## config.mk

```make
export PLATFORM = sky130hd
export DESIGN_NAME = exu_alu_ctrl
export DESIGN_NICKNAME = d
export VERILOG_FILES = /design/src/rtl/exu_alu_ctrl.sv
export SDC_FILE = /design/constraint.sdc
export NUM_CORES = 1
export LEC_CHECK = 0
export ABC_AREA = 1
export CAP_MARGIN = 20
export CORE_UTILIZATION = 45
export CTS_CLUSTER_DIAMETER = 120
export DETAILED_ROUTE_END_ITERATION = 8
export PLACE_DENSITY = 0.87
export SKIP_CTS_REPAIR_TIMING = 1
export SYNTH_ARGS = -nofsm -noshare
export SYNTH_HDL_FRONTEND = slang
export SYNTH_SLANG_ARGS = --single-unit
```

## constraint.sdc

```tcl
create_clock -name clk -period 3.8 [get_ports clk]
set_clock_uncertainty 0.15 [all_clocks]
set_input_delay 0.76 -clock clk [delete_from_list [all_inputs] [get_ports clk]]
set_output_delay 0.76 -clock clk [all_outputs]
set_load 0.1 [all_outputs]
```

## src/rtl/exu_alu_ctrl.sv

```systemverilog
// exu_alu_ctrl: execute-stage controller that feeds a combinational ALU and hands results to writeback
// Ports:
//   clk, rst (sync active-high), flush (sync kill of in-flight op)
//   in_*    : decoded op from IDU over valid/ready (in_ready combinational)
//   alu_*   : registered operands/choice to ALU, res/overflow back from it
//   out_*   : result to WBU over valid/ready, held stable until accepted
//   retired : count of completed out handshakes
module exu_alu_ctrl #(
    parameter int BW  = 32,
    parameter int SHW = 5
) (
    input  logic          clk,
    input  logic          rst,
    input  logic          flush,
    input  logic          in_valid,
    output logic          in_ready,
    input  logic [BW-1:0] in_src1,
    input  logic [BW-1:0] in_src2,
    input  logic [BW-1:0] in_imm,
    input  logic [BW-1:0] in_pc,
    input  logic          in_sel1,
    input  logic          in_sel2,
    input  logic [3:0]    in_op,
    input  logic          in_neg,
    input  logic [4:0]    in_rd,
    input  logic          in_wen,
    output logic [BW-1:0] alu_d1,
    output logic [BW-1:0] alu_d2,
    output logic [3:0]    alu_choice,
    input  logic [BW-1:0] alu_res,
    input  logic          alu_of,
    output logic          out_valid,
    input  logic          out_ready,
    output logic [BW-1:0] out_res,
    output logic          out_of,
    output logic [4:0]    out_rd,
    output logic          out_wen,
    output logic [31:0]   retired
);
    localparam logic [3:0] ALU_ADD  = 4'd0;
    localparam logic [3:0] ALU_SUB  = 4'd1;
    localparam logic [3:0] ALU_SLL  = 4'd5;
    localparam logic [3:0] ALU_SRL  = 4'd6;
    localparam logic [3:0] ALU_SRA  = 4'd7;
    localparam logic [3:0] ALU_SLT  = 4'd8;
    localparam logic [3:0] ALU_SLTU = 4'd9;
    localparam logic [3:0] ALU_EQ   = 4'd10;

    typedef enum logic [1:0] {IDLE, EXEC, DONE} state_t;

    state_t        state;
    logic          neg_q;
    logic [4:0]    rd_q;
    logic          wen_q;
    logic          accept;
    logic          in_shift;
    logic          cur_cmp;
    logic          cur_arith;
    logic [BW-1:0] d2_raw;
    logic [BW-1:0] d2_cond;

    assign in_ready = !flush && (state == IDLE || (state == DONE && out_ready));
    assign accept   = in_valid && in_ready;

    always_comb begin
        in_shift  = in_op == ALU_SLL || in_op == ALU_SRL || in_op == ALU_SRA;
        d2_raw    = in_sel2 ? in_imm : in_src2;
        // shifters only look at the low SHW bits; clear the rest so the ALU sees a clean amount
        d2_cond   = in_shift ? {{(BW-SHW){1'b0}}, d2_raw[SHW-1:0]} : d2_raw;
        cur_cmp   = alu_choice == ALU_SLT || alu_choice == ALU_SLTU || alu_choice == ALU_EQ;
        cur_arith = alu_choice == ALU_ADD || alu_choice == ALU_SUB;
    end

    always_ff @(posedge clk) begin
        if (rst) begin
            state      <= IDLE;
            alu_d1     <= '0;
            alu_d2     <= '0;
            alu_choice <= '0;
            neg_q      <= 1'b0;
            rd_q       <= '0;
            wen_q      <= 1'b0;
            out_valid  <= 1'b0;
            out_res    <= '0;
            out_of     <= 1'b0;
            out_rd     <= '0;
            out_wen    <= 1'b0;
            retired    <= '0;
        end else if (flush) begin
            state     <= IDLE;
            out_valid <= 1'b0;
        end else begin
            case (state)
                EXEC: begin
                    out_res   <= cur_cmp ? {{(BW-1){1'b0}}, alu_res[0] ^ neg_q} : alu_res;
                    out_of    <= cur_arith && alu_of;
                    out_rd    <= rd_q;
                    out_wen   <= wen_q;
                    out_valid <= 1'b1;
                    state     <= DONE;
                end
                DONE: begin
                    if (out_ready) begin
                        retired   <= retired + 32'd1;
                        out_valid <= 1'b0;
                        state     <= IDLE;
                    end
                end
                default: state <= IDLE;
            endcase
            // accept can only happen from IDLE or a completing DONE, so it overrides the IDLE target
            if (accept) begin
                alu_d1     <= in_sel1 ? in_pc : in_src1;
                alu_d2     <= d2_cond;
                alu_choice <= in_op;
                neg_q      <= in_neg;
                rd_q       <= in_rd;
                wen_q      <= in_wen;
                state      <= EXEC;
            end
        end
    end
endmodule

```

=== Word-level counts from Yosys, hierarchy flattened ===
Cells that the tools add are included.

* $lt $le $gt $ge: 0
* Muxes and demuxes: 9
* Bitwise gates (word level): 2
* Reductions and logical operators: 20
* Add/subtract/negate cells: 1
* Shift operators: 0
* Div/mod/pow operators: 0
* $mul: 0
* Equal/unequal tests: 11

{| class="wikitable"
|+ Operator list
! cell !! number
|-
| $mux W32 || 4
|-
| $add A32 B1 Y32 const B || 1
|-
| $eq A4 B3 Y1 const B || 3
|-
| $eq A4 B4 Y1 const B || 3
|-
| $logic_or A1 B1 Y1 || 6
|-
| $reduce_and A2 Y1 || 3
|-
| $eq A4 B1 Y1 const B || 1
|-
| $logic_and A1 B1 Y1 || 4
|-
| $logic_not A4 Y1 || 1
|-
| $pmux W2 S2 || 1
|-
| $ne A3 B3 Y1 const B || 1
|-
| $reduce_and A3 Y1 || 1
|-
| $reduce_or A3 Y1 || 1
|-
| $eq A2 B1 Y1 const B || 1
|-
| $eq A2 B2 Y1 const B || 1
|-
| $logic_not A2 Y1 || 1
|-
| $mux W1 || 2
|-
| $mux W2 || 1
|-
| $ne A2 B2 Y1 const B || 1
|-
| $pmux W1 S2 || 1
|-
| $reduce_bool A2 Y1 || 1
|-
| $reduce_or A2 Y1 || 1
|-
| $logic_not A1 Y1 || 1
|-
| $not A1 Y1 || 1
|-
| $xor A1 B1 Y1 || 1
|}

* Bits in registers: 149
* Latch bits: 0
* Logic and storage cells: 57
* Memory bits (writable): 0
* Memories kept: 0
* Memory bits (read-only): 0

=== Longest topological paths before layout ===
* Word-level depth: 6
* Depth in mapped cells: 10
* Mapped depth without buffers: 10

=== Worst setup path after synthesis ===
No wires, ideal clock.

* Path type: in2out
* Start point: input out_ready
* End point: output in_ready
* Path slack: 1.362 ns
* Stages on the path: 3
* Arrival: 1.528 ns
* Buffers on the path: 1
* Path through: o21ai_1 nor2_4 buf_2

* Word-level cells in the longest chain between the ends: 3

{| class="wikitable"
|+ Ends and longest elaborated chain
! what !! RTL line !! RTL
|-
| start: declaration || 33 || <nowiki>input logic out_ready,</nowiki>
|-
| $logic_and A1 B1 Y1 || 62 || <nowiki>assign in_ready = !flush && (state == IDLE || (state == DONE && out_ready));</nowiki>
|-
| $logic_or A1 B1 Y1 || 62 ||
|-
| $logic_and A1 B1 Y1 || 62 ||
|-
| end: declaration || 16 || <nowiki>output logic in_ready,</nowiki>
|}

No other way between the ends.

=== Worst setup path after layout ===
* Start point: register retired[20]
* End point: output retired[20]

{| class="wikitable"
|+ RTL lines
! what !! RTL line !! RTL
|-
| start: declaration || 38 || <nowiki>output logic [31:0] retired</nowiki>
|-
| start signal: assignment || 104 || <nowiki>retired <= retired + 32'd1;</nowiki>
|}

No word-level cell between the ends.

==> flow_summary.ini <==
[setup_path]
cp_max_fo = 6
r2r_slack_ps = 1770
required_ps = 2890
r2r-start = state[1]
crit_path_top_delay_cell = clkdlybuf4s50_1
cp_top_family = buffers and inverters
worstPathCellList = clkdlybuf4s50_1
critical_path_class = flip-flop to output port
cpPeakStageDelay_ps = 1180
cp.arrival_ps = 2050
cp_num_buf_inv = 1
ff2ff_path_depth = 5
worstSetupStartpointType = flip-flop
r2r_end = alu_d2[11]
critPathCaptureType = output port

[synthesis]
synth_warnings = 0
syn_avg_cell_area_sq_um = 7.86
ys_seq_area_share_pct = 43.4
synth-compound-area-share_pct = 14.0
synth_top_family_by_area = simple AND/OR/NAND/NOR gates
synth.area.top_cells = dfxtp_1 (43%), mux2_2 (10%), nand2_1 (7.9%)
synthMuxAreaShare_pct = 10.5
yosysMostFrequentCell = dfxtp_1
synth-edff-count = 0
yosys.area_share.simple_pct = 24.4
synth_common_cells = dfxtp_1 (149), nand2_1 (144), nor2_1 (115)
ys.flop_type = dfxtp_1
synth_cell_types = 36
async_reset_ff_share_pct = 0
ys_seq_elements = 149
synth_top_area_share_pct = 43.4
synth_top_area_cell = dfxtp_1
synth_cells = 874
synth_xor_area_share_pct = 0.382
synth-adder-area-share_pct = 0.182
synth_area_sq_um = 6870
synth.net_count = 1054

[cts]
clk_pin_slew_ps = 60
clock_latency_ps = 420
cts_buffer_depth = 2
root_buffer = clkbuf_16
cts_tree = built
numCtsBuffers = 17
clock-sinks = 149
htree_levels = 4

[final_layout]
ff_latch_area_sq_um = 2980
syn_to_final_growth_pct = 55.6
fin_cells = 1363
utilization_pct = 72.7
multi_input_area_sq_um = 3400
final_area_sq_um = 10700
fillCellCount = 1098
nets = 1346
layout-drive-gt1-share_pct = 12.1

[routing]
first_iter_violations = 418
viasPerCell = 5.23
vias = 7128
ant_nets = 0
dr.pass1.iters = 8
detail_route.wl_per_cell_um = 16.5
drt_wl_total_um = 22400
drc = 10

[grt]
grt_pass1_wl_um = 35500
grt_max_degree = 92
grt-ovfl-total = 0
grt_pass1_vias = 6939
grt_usage_pct = 28.6
antenna_found_initial = 1

[power_and_ir_drop]
clkPwrFrac_pct = 40.0
switching_share_pct = 29.2
power_density_nw_per_um2 = 397
leakage_nw = 3.97
switching_power_mw = 1.24
combPwrFrac_pct = 21.2
peakVddDrop_uv = 327
internal-power_mw = 3.00
pwr-share-seq_pct = 38.8

[floorplanning]
start_util_pct = 46.7
dieArea_sq_um = 15800
die_h_um = 126
io_pins = 320
num_rows = 44
core-area_sq_um = 14700
die_width_um = 126

[place]
port_buffers = 319
numPlacedInstances = 1331
finalWeightedCongestion = 0.844
place_area_sq_um = 10100
dpl.hpwl_um = 16000

[min_path]
hold_class = flip-flop to flip-flop
hp-start = alu_d2[4]
whs_path_depth = 2
hold_end = alu_d2[4]

[sta]
tns_ps = 0
drv_slew = 0
slew_headroom_pct = 28.7
hold_viol = 0
finalCriticalPeriod_ps = 2960
setup_viol = 0
max_freq_mhz = 338
timing.final.crit_share_pct = 77.8
rsz0062_at_grt = no
worstMarginPinSlew_ps = 1070

[run]
drv_cap = 0

[outcome]
status = complete, but fails checks
violations = design-rule violations
==> how the worst max path moves through the flow <==
stage,to,cells after the start,from
finish,retired[20],1,retired[20]
global route,retired[27],1,retired[27]
CTS,retired[27],1,retired[27]
detailed placement,alu_d2[24],6,flush
global placement,alu_d2[13],6,flush
floorplan,in_ready,3,out_ready
==> metal layers <==
| metal | share of wire [%] | vias up | global-route usage (%) |
|---|---|---|---|
| li1 | - | 3493 | - |
| met1 | 39 | 3314 | 32.3 |
| met2 | 51 | 270 | 50.1 |
| met3 | 6.9 | 51 | 7.62 |
| met5 | 0 | - | 0 |
| met4 | 3.1 | 0 | 13.2 |
==> kinds of logic after synthesis <==
| logic type | after synthesis |
|---|---|
| muxes | 64 |
| adders and majority gates | 1 |
| xor gates and xnor gates | 3 |
| buffers and inverters | 110 |
| AOI/OAI and AO/OA | 175 |
| DFF | 149 |
| and+or+nand+nor | 372 |
==> per-stage QoR <==
| stage | hold slack, ps | worst slack [ps] | total power [mW] |
|---|---|---|---|
| floorplan | 280 | 1360 | 2.24 |
| global placement | 298 | 854 | 2.56 |
| detailed placement | 304 | 768 | 2.57 |
| CTS | 313 | 831 | 4.25 |
| global route | 329 | 795 | 4.37 |
| finish | 314 | 844 | 4.24 |
==> state kept, by name (all words and copies together) (netlist names) <==
name	cells
rd_q	5
alu_choice	4
out_rd	5
retired	32
alu_d2	32
neg_q	1
out_valid	1
alu_d1	32
out_res	32
out_wen	1
state	2
out_of	1
wen_q	1
==> layout make-up <==
cell class              instances  share of cell area [%]
multi-input cells             615                    31.8
diodes                          1                  0.0234
well taps                     184                    2.15
clock buffers                  23                    4.66
flip-flops and latches        149                    27.9
clock inverters                 8                   0.913
repair buffers                328                    30.6
inverters                      55                    1.94
==> cell usage in the layout (no fill, tap or decap), drive strengths merged, types with 4 or more instances in the layout <==
| cell type | n |
|---|---|
| nand3 | 65 |
| nand4 | 14 |
| a21oi | 95 |
| dfxtp | 149 |
| nor3 | 5 |
| clkdlybuf4s50 | 314 |
| nor2 | 135 |
| o21ai | 48 |
| inv | 54 |
| nand2 | 149 |
| mux2 | 64 |
| clkbuf | 23 |
| buf | 14 |
| a22oi | 27 |
| clkinv | 4 |
==> power by group through the flow <==
| stage | Clock (mW) | Combinational, mW | Sequential (mW) |
|---|---|---|---|
| final | 1.70 | 0.901 | 1.64 |
| after floorplan | 0 | 0.222 | 2.02 |
| after detailed placement | 0 | 0.897 | 1.68 |
| after global placement | 0 | 0.890 | 1.67 |
| after CTS | 1.71 | 0.901 | 1.64 |
| after global routing | 1.78 | 0.942 | 1.65 |
Note: power is estimated with default switching activity, not from simulation.
